## src/rtl/transconv_pkg.sv

```systemverilog
// Shared constants and state encoding for the transposed-convolution output path.
package transconv_pkg;

    localparam int DW_DEF     = 16;
    localparam int NUM_PE_DEF = 16;
    localparam int ADDR_W_DEF = 10;

    localparam logic [1:0] IDLE    = 2'd0;
    localparam logic [1:0] COLLECT = 2'd1;
    localparam logic [1:0] DONE    = 2'd2;

    typedef enum logic [1:0] {
        ST_IDLE    = IDLE,
        ST_COLLECT = COLLECT,
        ST_DONE    = DONE
    } state_t;

endpackage

```

## src/rtl/lowest_set_index.sv

```systemverilog
// Priority encoder: index of the lowest set bit of a vector, plus a found flag.
module lowest_set_index #(
    parameter int N     = 16,
    parameter int IDX_W = (N > 1) ? $clog2(N) : 1
) (
    input  logic [N-1:0]     i_vec,
    output logic [IDX_W-1:0] o_idx,
    output logic             o_found
);

    // Scan downwards so the lowest set bit is the last one to win.
    always_comb begin
        o_idx = '0;
        for (int i = N - 1; i >= 0; i--) begin
            if (i_vec[i]) begin
                o_idx = IDX_W'(i);
            end
        end
    end

    assign o_found = |i_vec;

endmodule

```

## src/rtl/transconv_output_collector.sv

```systemverilog
// Captures final PE partial sums on en_output strobes and writes them to the
// output BRAM one per cycle in ascending PE order, then pulses done.
module transconv_output_collector
    import transconv_pkg::*;
#(
    parameter int DW     = DW_DEF,
    parameter int NUM_PE = NUM_PE_DEF,
    parameter int ADDR_W = ADDR_W_DEF
) (
    input  logic                 clk,
    input  logic                 rst_n,
    input  logic                 start,
    input  logic [ADDR_W-1:0]    base_addr,
    input  logic [NUM_PE-1:0]    en_output,
    input  logic [NUM_PE*DW-1:0] pe_psum,
    output logic                 bram_we,
    output logic [ADDR_W-1:0]    bram_addr,
    output logic [DW-1:0]        bram_wdata,
    output logic                 busy,
    output logic                 done,
    output logic                 overflow
);

    localparam int IDX_W = (NUM_PE > 1) ? $clog2(NUM_PE) : 1;

    state_t              r_state;
    state_t              w_state_next;
    logic [ADDR_W-1:0]   r_base;
    logic [NUM_PE-1:0]   r_valid;
    logic [NUM_PE-1:0]   r_written;
    logic [DW-1:0]       r_cap [NUM_PE];
    logic                r_bram_we;
    logic [ADDR_W-1:0]   r_bram_addr;
    logic [DW-1:0]       r_bram_wdata;
    logic                r_overflow;

    logic                w_arm;
    logic                w_collect;
    logic [IDX_W-1:0]    w_drain_idx;
    logic                w_drain_found;
    logic [NUM_PE-1:0]   w_drain_oh;
    logic [NUM_PE-1:0]   w_cap_load;
    logic [NUM_PE-1:0]   w_hit;

    assign w_arm     = (r_state == ST_IDLE) && start;
    assign w_collect = (r_state == ST_COLLECT);

    lowest_set_index #(
        .N     (NUM_PE),
        .IDX_W (IDX_W)
    ) u_drain_sel (
        .i_vec   (r_valid),
        .o_idx   (w_drain_idx),
        .o_found (w_drain_found)
    );

    assign w_drain_oh = (w_collect && w_drain_found) ? (NUM_PE'(1) << w_drain_idx) : '0;

    // A slot still holding data, even if drained this edge, or already written
    // rejects a strobe: draining sets written, so the strobe would be a repeat.
    generate
        for (genvar gi = 0; gi < NUM_PE; gi++) begin : g_slot
            assign w_cap_load[gi] = w_collect && en_output[gi] && !r_valid[gi] && !r_written[gi];
            assign w_hit[gi]      = w_collect && en_output[gi] && (r_valid[gi] || r_written[gi]);
        end
    endgenerate

    always_ff @(posedge clk or negedge rst_n) begin
        if (!rst_n) begin
            r_state <= ST_IDLE;
        end else begin
            r_state <= w_state_next;
        end
    end

    always_comb begin
        w_state_next = r_state;
        unique case (r_state)
            ST_IDLE:    if (start) w_state_next = ST_COLLECT;
            ST_COLLECT: if (&r_written) w_state_next = ST_DONE;
            ST_DONE:    w_state_next = ST_IDLE;
            default:    w_state_next = ST_IDLE;
        endcase
    end

    always_ff @(posedge clk or negedge rst_n) begin
        if (!rst_n) begin
            r_base     <= '0;
            r_valid    <= '0;
            r_written  <= '0;
            r_overflow <= 1'b0;
        end else if (w_arm) begin
            r_base     <= base_addr;
            r_valid    <= '0;
            r_written  <= '0;
            r_overflow <= 1'b0;
        end else begin
            r_valid    <= (r_valid & ~w_drain_oh) | w_cap_load;
            r_written  <= r_written | w_drain_oh;
            r_overflow <= r_overflow | (|w_hit);
        end
    end

    always_ff @(posedge clk or negedge rst_n) begin
        if (!rst_n) begin
            for (int i = 0; i < NUM_PE; i++) begin
                r_cap[i] <= '0;
            end
        end else begin
            for (int i = 0; i < NUM_PE; i++) begin
                if (w_cap_load[i]) begin
                    r_cap[i] <= pe_psum[i*DW +: DW];
                end
            end
        end
    end

    // Address and data hold their last values whenever no write is issued.
    always_ff @(posedge clk or negedge rst_n) begin
        if (!rst_n) begin
            r_bram_we    <= 1'b0;
            r_bram_addr  <= '0;
            r_bram_wdata <= '0;
        end else if (w_collect && w_drain_found) begin
            r_bram_we    <= 1'b1;
            r_bram_addr  <= r_base + ADDR_W'(w_drain_idx);
            r_bram_wdata <= r_cap[w_drain_idx];
        end else begin
            r_bram_we    <= 1'b0;
        end
    end

    assign bram_we    = r_bram_we;
    assign bram_addr  = r_bram_addr;
    assign bram_wdata = r_bram_wdata;
    assign busy       = (r_state == ST_COLLECT);
    assign done       = (r_state == ST_DONE);
    assign overflow   = r_overflow;

endmodule

```

## config.mk

```make
export PLATFORM = sky130hd
export DESIGN_NAME = transconv_output_collector
export DESIGN_NICKNAME = d
export VERILOG_FILES = /design/src/rtl/transconv_pkg.sv /design/src/rtl/lowest_set_index.sv /design/src/rtl/transconv_output_collector.sv
export SDC_FILE = /design/constraint.sdc
export NUM_CORES = 1
export LEC_CHECK = 0
export BUFFER_PORTS_ARGS = -buffer_cell sky130_fd_sc_hd__buf_2
export CORE_UTILIZATION = 50
export DETAILED_ROUTE_END_ITERATION = 8
export HOLD_SLACK_MARGIN = 0.1
export PLACE_DENSITY = 0.77
export SYNTH_ARGS = -nofsm -noshare
export SYNTH_HDL_FRONTEND = slang
export SYNTH_SLANG_ARGS = --single-unit
export TNS_END_PERCENT = 30
```

## constraint.sdc

```tcl
create_clock -name clk -period 3.1 [get_ports clk]
set_input_delay 0.62 -clock clk [delete_from_list [all_inputs] [get_ports clk]]
set_output_delay 0.62 -clock clk [all_outputs]
set_load 0.02 [all_outputs]
```

# Yosys cells after proc, flatten, opt, wreduce, memory -nomap -nowiden
# Cells that the tools add are included.
# totals
register_bits	328
input_bits	285
elab_cells	183
# op_classes
n_addsub	1
order_cmp	1
eq_ne	4
n_shift	1
mux	27
n_bitwise	6
reduce_logical	119
# ops
op	count
16-bit 2-to-1 mux	5
1-bit logical AND	66
16-bit binary-select mux with 4-bit select	1
4-bit 2-to-1 mux	16
1-bit logical NOT	32
16-bit OR	2
16-bit OR reduction	2
16-bit bitwise AND	1
1-bit logical OR	16
16-bit inverter	1
16-bit AND reduction	1
1-bit by 4-bit << shifter with 16-bit output, first input constant	1
10-bit by 4-bit adder with 10-bit output	1
5-bit greater-or-equal comparator, second input constant	1
4-bit inverter with 5-bit output	1
2-bit 2-to-1 mux	2
2-bit case mux with 2 select lines	1
2-bit by 1-bit equality test with 1-bit output, second input constant	1
2-bit equality test, second input constant	1
2-bit logical NOT	1
1-bit 2-to-1 mux	2
2-bit by 1-bit inequality test with 1-bit output, second input constant	1
2-bit inequality test, second input constant	1
2-bit AND reduction	1
1-bit OR	1

# Longest topological paths before layout
# Gate-level depths: netlist of run 1.
# logic_depth
depth_word	22
ltp_mapped	15
ltp_nobuf	13

# Hierarchy
# A second synthesis of run 1 with hierarchy kept.
# unflattened
cells_unflattened	1080
hier_area_um2	15104.5
# by_module_without_submodules
mod	n_inst	cells_per_inst	area_per_inst_um2	seq_area_each_um2
transconv_output_collector	1	1046	14928.1	8207.9
lowest_set_index	1	34	176.4	0.0

# Worst setup path after synthesis of run 1
# Ideal clock, no wire load.
# synth_timing
kind	register to register
from	reg r_valid[11]
to	reg r_bram_addr[6], in the netlist bram_addr[6]
arrival_ps	3054
slack_ps	-91
path_stages_with_launch	16
path_cell_list	dfrtp_1 -> nor2_1 -> a221oi_1 -> o41a_4 -> o31ai_4 -> inv_2 -> buf_2 -> buf_2 -> ha_1 -> fa_1 -> a21o_1 -> a21oi_1 -> nor2b_1 -> nand2_1 -> xor2_1 -> a21oi_1
# synth_via
elab_chain_cells	13
word_cells_on_any_way	15
classes_between	add/sub: 1; mux: 12; reduce/logical: 2
# synth_lines
element	line_no	text
start: declaration	transconv_output_collector.sv:29	logic [NUM_PE-1:0] r_valid;
start signal: assignment	transconv_output_collector.sv:98	r_valid <= (r_valid & ~w_drain_oh) | w_cap_load;
4-bit 2-to-1 mux (12 in series)	lowest_set_index.sv:15	if (i_vec[i]) begin
10-bit by 4-bit adder with 10-bit output	transconv_output_collector.sv:126	r_bram_addr <= r_base + ADDR_W'(w_drain_idx);
end signal: assignment	transconv_output_collector.sv:126	
end: declaration	transconv_output_collector.sv:33	logic [ADDR_W-1:0] r_bram_addr;
# Parallel ways exist; a longest one is shown, timed or not.
# A chain may end at the register's enable or synchronous reset.

# Final worst setup path of run 1
# Ends and elaborated chain as after synthesis.

==> flow_summary.json, run 1 <==
{
  "syn_nets": 1611,
  "die_w_um": 175,
  "drt-pass1-iter-count": 5,
  "synthArstFlopShare_pct": 100,
  "cts_resized": 0,
  "placed_cells": 2001,
  "grt_use_met3_pct": 5.91,
  "wl_per_cell_um": 21.8,
  "cts_buffers": 37,
  "drive_gt1_share_pct": 41.8,
  "end_kind": "register",
  "r2r_cells": 13,
  "core_um2": 29000,
  "ant_nets": 0,
  "grt_pass1_wl_um": 69800,
  "via_per_inst": 5.72,
  "htreeDepth": 2,
  "pwr-share-comb_pct": 45.5,
  "start_util_pct": 51.3,
  "cts_hold_buf": 0,
  "fmax_mhz": 346,
  "min_period_ps": 2890,
  "syn-cell-area_um2": 14900,
  "p_int_uw": 13700,
  "grt_antenna_before_repair": 13,
  "root_buffer": "clkbuf_16",
  "wirelength_um": 45200,
  "cts-root-to-sink-buffers": 3,
  "seq_area_frac_synth_pct": 55.1,
  "gp_congestion": 0.926,
  "p_sw_share_pct": 40.0,
  "finalClockSkew_ps": 19.6,
  "power.switching_uw": 9130,
  "met2_usage_pct": 48.5,
  "setup.worst_path.start_class": "register",
  "final_util_pct": 63.6,
  "period_share_pct": 93.3,
  "power_leakage_uw": 0.00863,
  "rsz0062_at_grt": "no",
  "p_seq_share_pct": 34.4,
  "synth_flop_cell": "dfrtp_1",
  "cts_sinks": 328,
  "syn_area_per_cell_um2": 11.3,
  "synthToLayoutAreaGrowth_pct": 23.9,
  "drv_slew": 0,
  "holdWs_ps": 117,
  "gr-usage-all-layers_pct": 29.9,
  "instances_no_fill": 2074,
  "hold_class": "primary input to asynchronous set/reset pin",
  "crit_arrival_ps": 3270,
  "clockPowerShare_pct": 20.1,
  "yosys_register_bits": 328,
  "grt_remaining_overflow": 0,
  "crit_slowest_cell": "dfrtp_1",
  "setup_violations": 0,
  "ir_drop_v": 0.000749,
  "fin_nets": 1947,
  "cts.clk_slew.worst_paths_ps": 60,
  "dieHeight_um": 175,
  "outcome": "finished, final reports clean",
  "cp_max_fo": 7,
  "grt_max_degree": 91,
  "vias": 11900,
  "use_met1_pct": 40.1,
  "drtIter0Drc": 891,
  "drcViolationCount": 0,
  "cts_setup_buffers": 0,
  "synth_cell_types": 49,
  "hold_viol_final": 0,
  "clock_latency_ps": 520,
  "die-area_um2": 30500,
  "path_cells": "nor2_1 > a221oi_1 > o41a_4 > o31ai_4 > inv_2 > ha_1 > fa_2 > a21o_1 > a21oi_2 > nor2b_1 > nand2_1 > xor2_1 > a21oi_1",
  "setup-tns-final_ps": 0,
  "power_density_nw_per_um2": 1240,
  "cts_tree": "done",
  "max-cap-violations": 0,
  "synth_edf_count": 0,
  "io_buffers": 314,
  "worstPathRequired_ps": 3480,
  "yosys_warnings": 0,
  "slew_headroom_pct": 39.7,
  "rows": 62,
  "grt_pass1_vias": 12200,
  "io_pins": 315,
  "max_stage_delay_ps": 460,
  "hpwl_um": 32600,
  "globalRoute.busiestLayer": "met2",
  "fill_cells": 2340,
  "worst_pin_slew_ps": 901,
  "path_class": "register to register",
  "syn_inst": 1320
}
[placed cells by master, fill, tap and decap left out, types with 3 or more instances in the layout]
cell	instances
nand2_1	224
mux2_2	266
clkbuf_16	39
inv_1	6
o21ai_1	4
clkbuf_1	8
bufinv_16	6
xnor2_1	3
o22ai_1	13
diode_2	10
o21ai_0	28
buf_4	49
buf_2	313
ha_1	5
nor4_1	3
mux2i_1	31
dfrtp_1	328
xor2_1	5
buf_12	6
a32oi_1	4
nand4_1	9
a21oi_1	63
clkbuf_8	4
clkinv_2	5
o211ai_1	15
nor2_1	50
nand3_1	146
nor2b_1	5
a31oi_1	6
[state kept, by name, summed over array words and instances (netlist names)]
register and count:
r_cap 256, bram_wdata 16, r_valid 16, r_written 16, bram_addr 10, r_base 10, r_state 2, bram_we 1
overflow 1
[final cells by class]
type	instances	area [um^2]	area share, %
diodes	10	25.0	0.136
clock buffers	51	1060	5.75
clock inverters	12	214	1.16
inverters	9	33.8	0.183
multi-input cells	911	6350	34.4
flip-flops and latches	328	8210	44.5
well taps	384	480	2.61
repair buffers	369	2070	11.2
[power groups by stage]
stage,registers (uW),clock network [uW],logic (uW)
3_5_place_dp,7820,0,10300
4_1_cts,7780,4640,10400
2_1_floorplan,7590,0,6990
5_1_grt,8050,4820,11300
6_report,7840,4590,10400
3_3_place_gp,7720,0,10100
[through the flow]
step | instance area (um^2) | total power (uW) | worst slack (ps)
2_1_floorplan | 14900 | 14600 | 47.5
3_3_place_gp | 17100 | 17800 | 232
3_5_place_dp | 17100 | 18200 | 219
4_1_cts | 18400 | 22800 | 205
5_1_grt | 18400 | 24200 | 15.4
6_report | 18400 | 22800 | 209
[Yosys cell counts, drive strengths merged (3+ instances only)]
cell    count  area (um^2)
a32oi       4         35.0
o22ai      13         81.3
o31ai       3         36.3
nor2b       5         31.3
buf        28          148
o21ai      32          160
ha          5         62.6
a31oi       6         37.5
nor4        3         18.8
nor3        3         26.3
o211ai     15          113
mux2      266         3000
inv         7         26.3
a21oi      64          320
clkbuf     44          165
nand2     224          841
nor2       52          205
nand3     146          731
dfrtp     328         8210
nand4       9         56.3
xor2        5         43.8
mux2i      31          310
xnor2       3         26.3
[cells by family after synthesis]
| logic type | share of synthesized area (%) |
|---|---|
| buffers and inverters | 2.33 |
| muxes | 22.2 |
| AOI/OAI and AO/OA | 5.97 |
| xor gates and xnor gates | 0.471 |
| adders and majority gates | 0.555 |
| DFF | 55.1 |
| and+or+nand+nor | 13.3 |
[worst max-delay path: cells and delay by family, from the launching register on]
family	cells	cell delay [ps]
buffers and inverters	1	70
AOI/OAI and AO/OA	6	1210
xor gates and xnor gates	1	140
DFF	1	460
adders and majority gates	2	600
and+or+nand+nor	3	290
[routing by layer]
layer,share of wire (%),vias up
met2,48,508
met4,2.8,8
met3,7.1,88
met1,42,5925
li1,-,5342
met5,0.095,-
[path summary, 6_finish.rpt]
check                                    startpoint                        to  slack [ps]
min                                           rst_n  bram_addr[7]$_DFFE_PN0P_         120
max                           r_valid[11]$_DFF_PN0_  bram_addr[6]$_DFFE_PN0P_         210
max in group asynchronous                     rst_n    r_cap[135]$_DFFE_PN0P_        2130
min reg2reg                bram_addr[7]$_DFFE_PN0P_  bram_addr[7]$_DFFE_PN0P_         490
min in group clk                       pe_psum[161]     r_cap[81]$_DFFE_PN0P_         320
max reg2reg                   r_valid[11]$_DFF_PN0_  bram_addr[6]$_DFFE_PN0P_         210
Power figures use the tool's default switching activity.
==> run 2, diff against run 1 <==
--- a/config.mk
+++ b/config.mk
@@ -10,6 +10,7 @@
 export DETAILED_ROUTE_END_ITERATION = 8
 export HOLD_SLACK_MARGIN = 0.1
 export PLACE_DENSITY = 0.77
+export REMOVE_ABC_BUFFERS = 1
 export SYNTH_ARGS = -nofsm -noshare
 export SYNTH_HDL_FRONTEND = slang
 export SYNTH_SLANG_ARGS = --single-unit
==> run 2 against run 1 <==
Hold slack improved by 16 ps. Clock skew fell by 5.2 ps. Worst setup slack got worse by 52 ps. Clock power fell by 3%. Routed wire length rose by 4.9%. Global-route usage rose by 1.5 points. Critical endpoint is now bram_addr[8]$_DFFE_PN0P_. Highest routed layer unchanged.
==> flow_summary.json, run 2 (same netlist as run 1, synthesis figures left out) <==
{
  "die-area_um2": 30500,
  "ant_nets": 0,
  "clockPowerShare_pct": 19.3,
  "placed_cells": 2005,
  "end_kind": "register",
  "cts_tree": "done",
  "critPathTopFamily": "compound AO/OA/AOI/OAI gates",
  "power_density_nw_per_um2": 1260,
  "path_buf_inv": 1,
  "clock_latency_ps": 520,
  "min_period_ps": 2940,
  "cts.clk_slew.worst_paths_ps": 60,
  "hpwl_um": 34400,
  "vias": 12100,
  "grt_remaining_overflow": 0,
  "root_buffer": "clkbuf_16",
  "p_seq_share_pct": 34.2,
  "cts_sinks": 328,
  "grt_antenna_before_repair": 4,
  "outcome": "finished, final reports clean",
  "r2r_slack_ps": 160,
  "mostFrequentLayoutCells": "dfrtp_1, buf_2, mux2_2",
  "ir_drop_v": 0.000661,
  "hold_viol_final": 0,
  "dieHeight_um": 175,
  "grt_pass1_wl_um": 71900,
  "rsz0062_at_grt": "no",
  "drv_slew": 0,
  "grt_max_degree": 91,
  "wl_per_cell_um": 22.9,
  "worst_pin_slew_ps": 735,
  "power.switching_uw": 9530,
  "start_util_pct": 51.3,
  "via_per_inst": 5.82,
  "power_leakage_uw": 0.00865,
  "pwr-share-comb_pct": 46.5,
  "p_sw_share_pct": 41.2,
  "path_cells": "nand2b_1 > a221oi_1 > o41a_4 > o31ai_4 > inv_2 > ha_1 > fa_1 > a21o_1 > a21oi_2 > nor2b_1 > nand2_1 > xor2_1 > a21oi_1",
  "path_class": "register to register",
  "reg2reg_to": "bram_addr[8]$_DFFE_PN0P_",
  "fmax_mhz": 340,
  "cts_buffers": 36,
  "gr-usage-all-layers_pct": 31.4,
  "grt_pass1_vias": 12300,
  "layout_commonest_cell": "dfrtp_1",
  "io_pins": 315,
  "hold_class": "primary input to asynchronous set/reset pin",
  "wirelength_um": 47400,
  "regArea_um2": 8210,
  "max_stage_delay_ps": 430,
  "regToRegStartpoint": "r_valid[14]$_DFF_PN0_",
  "multi_input_area_um2": 6350,
  "die_w_um": 175,
  "regMostFlops": "r_cap",
  "rows": 62,
  "htreeDepth": 2,
  "largest_register_ffs": 256,
  "crit_arrival_ps": 3320,
  "cts-root-to-sink-buffers": 3,
  "p_int_uw": 13600,
  "r2r_cells": 13,
  "setup.worst_path.start_class": "register",
  "io_buffers": 314,
  "final_cell_area_um2": 18400,
  "drtIter0Drc": 1162,
  "drive_gt1_share_pct": 42.3,
  "drt-pass1-iter-count": 5,
  "synthToLayoutAreaGrowth_pct": 23.9,
  "finalClockSkew_ps": 14.4,
  "gp_congestion": 0.950,
  "instances_no_fill": 2071,
  "drcViolationCount": 0,
  "crit_slowest_cell": "fa_1",
  "slew_headroom_pct": 50.9,
  "fill_cells": 2331,
  "period_share_pct": 94.9,
  "worstPathRequired_ps": 3480,
  "cts_setup_buffers": 0,
  "place_area_um2": 17200,
  "setup_violations": 0,
  "cp_max_fo": 5,
  "fin_nets": 1950,
  "max-cap-violations": 0,
  "core_um2": 29000
}
==> run 2: cell types whose count changed in the layout (fill, tap and decap cells not counted), sizes merged <==
| cell | change |
|---|---|
| clkinv | -1 |
| buf | +4 |
| bufinv | -3 |
| clkbuf | +4 |
| diode | -7 |
==> run 2: timing repair <==
| item | 4_1_cts | 5_1_grt |
|---|---|---|
| resized for setup | 1 | 6 |
| hold buffers | 0 | 0 |
| endpoints found under the setup margin | 1 | 17 |
==> run 2: layout make-up <==
| cell class | instances | area share (%) |
|---|---|---|
| clock inverter | 8 | 0.685 |
| antenna | 3 | 0.0407 |
| multi-input combinational | 911 | 34.5 |
| clock buffer | 55 | 6.10 |
| inverter | 9 | 0.183 |
| sequential | 328 | 44.5 |
| tap | 384 | 2.60 |
| timing repair buffer | 373 | 11.4 |
==> run 2: metrics by stage <==
step           util [%]  TNS, ps  total power, uW  hold slack (ps)  setup slack (ps)
4_1_cts            63.5        0            23000              157              13.9
3_3_place_gp       59.2        0            18100              457              16.2
6_report           63.6        0            23200              132               157
5_1_grt            63.6        0            24500              180              22.4
3_5_place_dp       59.2    -23.6            18400              467             -23.6
2_1_floorplan         -   -55410            14200              324             -2020
==> run 2: metal layers <==
metal	wire, um	track usage (%)	vias to the layer above
met3	4130	6.93	96
met4	1760	12.5	2
met5	10	0	-
li1	-	-	5334
met1	19500	42.7	6024
met2	22000	49.1	597
==> run 2: power groups by stage <==
stage               registers (uW)  logic (uW)  clock network (uW)
floorplan                     7600        6630                   0
global placement              7810       10300                   0
detailed placement            7900       10500                   0
CTS                           7860       10600                4510
global route                  8120       11700                4680
finish                        7930       10800                4460
==> run 2: worst max path at each step <==
stage	start	endpoint	slack, ps	cells after the start
global placement	r_valid[14]$_DFF_PN0_	bram_wdata[15]$_DFFE_PN0P_	20	11
global route	r_valid[14]$_DFF_PN0_	bram_wdata[15]$_DFFE_PN0P_	20	11
detailed placement	r_valid[14]$_DFF_PN0_	bram_wdata[5]$_DFFE_PN0P_	-20	10
CTS	r_valid[14]$_DFF_PN0_	bram_wdata[15]$_DFFE_PN0P_	10	11
finish	r_valid[14]$_DFF_PN0_	bram_addr[8]$_DFFE_PN0P_	160	13
floorplan	r_valid[11]$_DFF_PN0_	bram_addr[6]$_DFFE_PN0P_	-2020	13
==> run 3, diff against run 2 <==
==> constraint.sdc (replaced) <==
create_clock -name clk -period 2.61 [get_ports clk]
set_input_delay 0.522 -clock clk [delete_from_list [all_inputs] [get_ports clk]]
set_output_delay 0.522 -clock clk [all_outputs]
set_load 0.02 [all_outputs]
==> run 3 against run 2 <==
Hold slack better by 85 ps. Sequential power is 18% higher. Maximum frequency is 8.2% higher. The run now ends with negative setup slack left. Sequential share of layout area is 2.1 points lower. Sequential cell count stayed put. First-iteration DRC count is 7.9% lower. Routed wire length is 2.1% higher. Combinational power is 37% higher. Global-route usage is 0.23 points higher. Register-to-register slack worse by 270 ps. Count of clock-buffer cells in the layout is 11 lower. Critical path depth stayed put.
==> flow_summary.json, run 3 (same netlist as run 1, synthesis figures left out) <==
{
  "ir_drop_v": 0.000933,
  "cp_max_fo": 3,
  "max_stage_delay_ps": 410,
  "r2r_slack_ps": -110,
  "instances_no_fill": 2141,
  "setup_violations": 6,
  "worst_pin_slew_ps": 781,
  "clock_latency_ps": 530,
  "path_buf_inv": 1,
  "vias": 12300,
  "grt_remaining_overflow": 0,
  "wl_met3_um": 3330,
  "gr-usage-all-layers_pct": 31.6,
  "wl_met2_um": 22600,
  "fin_nets": 2019,
  "cts.clk_slew.worst_paths_ps": 60,
  "fmax_mhz": 368,
  "dieHeight_um": 175,
  "regMostFlops": "r_cap",
  "power_leakage_uw": 0.00906,
  "outcome": "complete, but fails checks",
  "cts_tree": "done",
  "slew_headroom_pct": 47.5,
  "max-cap-violations": 0,
  "layout_commonest_cell": "dfrtp_1",
  "min_period_ps": 2720,
  "wl_per_cell_um": 22.6,
  "multi_input_area_um2": 6570,
  "critPathTopFamily": "compound AO/OA/AOI/OAI gates",
  "grt_pass1_vias": 12700,
  "largest_register_ffs": 256,
  "grt_pass1_wl_um": 72800,
  "hold_class": "primary input to register",
  "regArea_um2": 8210,
  "htreeDepth": 2,
  "crit_arrival_ps": 3100,
  "worstPathRequired_ps": 2990,
  "ant_nets": 0,
  "synthToLayoutAreaGrowth_pct": 30.2,
  "drt-pass1-iter-count": 7,
  "hold_viol_final": 0,
  "total_power_uw": 29700,
  "finalClockSkew_ps": 20.1,
  "placed_cells": 2058,
  "grt_max_degree": 71,
  "highest_layer": "met5",
  "setup.worst_path.start_class": "register",
  "start_util_pct": 51.3,
  "worst_slack_ps": -109,
  "end_kind": "register",
  "period_share_pct": 104,
  "rsz0062_at_grt": "yes",
  "preCtsSetupSlack_ps": -238,
  "hpwl_um": 34400,
  "drtIter0Drc": 1070,
  "die-area_um2": 30500,
  "final_util_pct": 66.8,
  "root_buffer": "clkbuf_16",
  "grt_antenna_before_repair": 4,
  "core_um2": 29000,
  "path_class": "register to register",
  "met1Wirelength_um": 20100,
  "path_cells": "nor2_2 > a221oi_2 > o41a_4 > o31ai_4 > inv_2 > ha_4 > fa_2 > a21o_1 > a21oi_2 > nor2b_2 > nand2_1 > xor2_1 > a21oi_1",
  "drive_gt1_share_pct": 46.8,
  "cts-root-to-sink-buffers": 3,
  "drcViolationCount": 0,
  "wirelength_um": 48400,
  "crit_slowest_cell": "dfrtp_1",
  "violations": "negative setup slack",
  "rows": 62,
  "fill_cells": 2273,
  "gp_congestion": 0.960,
  "io_buffers": 314,
  "via_per_inst": 5.77,
  "drv_slew": 0,
  "mostFrequentLayoutCells": "dfrtp_1, buf_2, mux2_2",
  "cts_sinks": 328,
  "die_w_um": 175,
  "io_pins": 315,
  "power_density_nw_per_um2": 1530,
  "cts_buffers": 35
}
-- run 3: worst reg2reg max path, delay by kind of cell (launching register included) --
family                   cells  cell delay, ps
buffers and inverters        1              80
adder cells (fa/ha/maj)      2             530
flip-flops                   1             410
AND/OR/NAND/NOR              3             290
XOR/XNOR                     1             160
AO/OA/AOI/OAI                6            1100
-- run 3: final cells by class --
type | instances | area share [%]
diodes | 2 | 0.0258
clock buffers | 44 | 5.05
clock inverters | 20 | 1.83
inverters | 9 | 0.213
multi-input cells | 911 | 33.9
flip-flops and latches | 328 | 42.4
well taps | 384 | 2.48
repair buffers | 443 | 14.1
-- run 3: path summary, 6_finish.rpt --
check,start,endpoint,depth (start not counted)
max,r_valid[11]$_DFF_PN0_,bram_addr[8]$_DFFE_PN0P_,13
min,pe_psum[57],r_cap[201]$_DFFE_PN0P_,2
max reg2reg,r_valid[11]$_DFF_PN0_,bram_addr[8]$_DFFE_PN0P_,13
min reg2reg,bram_addr[7]$_DFFE_PN0P_,bram_addr[7]$_DFFE_PN0P_,2
max in group asynchronous,rst_n,r_cap[219]$_DFFE_PN0P_,3
min in group asynchronous,rst_n,bram_addr[3]$_DFFE_PN0P_,2
-- run 3: metrics by stage --
| step | hold WS, ps | setup TNS (ps) | instance area [um^2] |
|---|---|---|---|
| 4_1_cts | 204 | -563 | 19000 |
| 6_report | 218 | -256 | 19400 |
| 2_1_floorplan | 226 | -86760 | 14600 |
| 5_1_grt | 213 | -1520 | 19400 |
| 3_3_place_gp | 460 | -910 | 17600 |
| 3_5_place_dp | 471 | -1880 | 17600 |
-- run 3: metal layers --
metal | GRT usage, % | vias up
li1 | - | 5472
met1 | 42.5 | 6213
met2 | 50.8 | 543
met3 | 4.59 | 111
met4 | 14.7 | 4
met5 | 0 | -
-- run 3: what timing repair did --
| item | in CTS | in global routing |
|---|---|---|
| pin swaps | 4 | 9 |
| hold endpoints to repair | 42 | 0 |
| buffers inserted | 1 | 13 |
| endpoints found under the setup margin | 24 | 25 |
| gates cloned | 1 | 1 |
| gates resized for setup | 12 | 54 |
| hold buffers | 1 | 0 |
-- run 3: power breakdown --
part	internal, uW	switching [uW]
clock	3490	2140
sequential	7680	1640
combinational	6710	8080
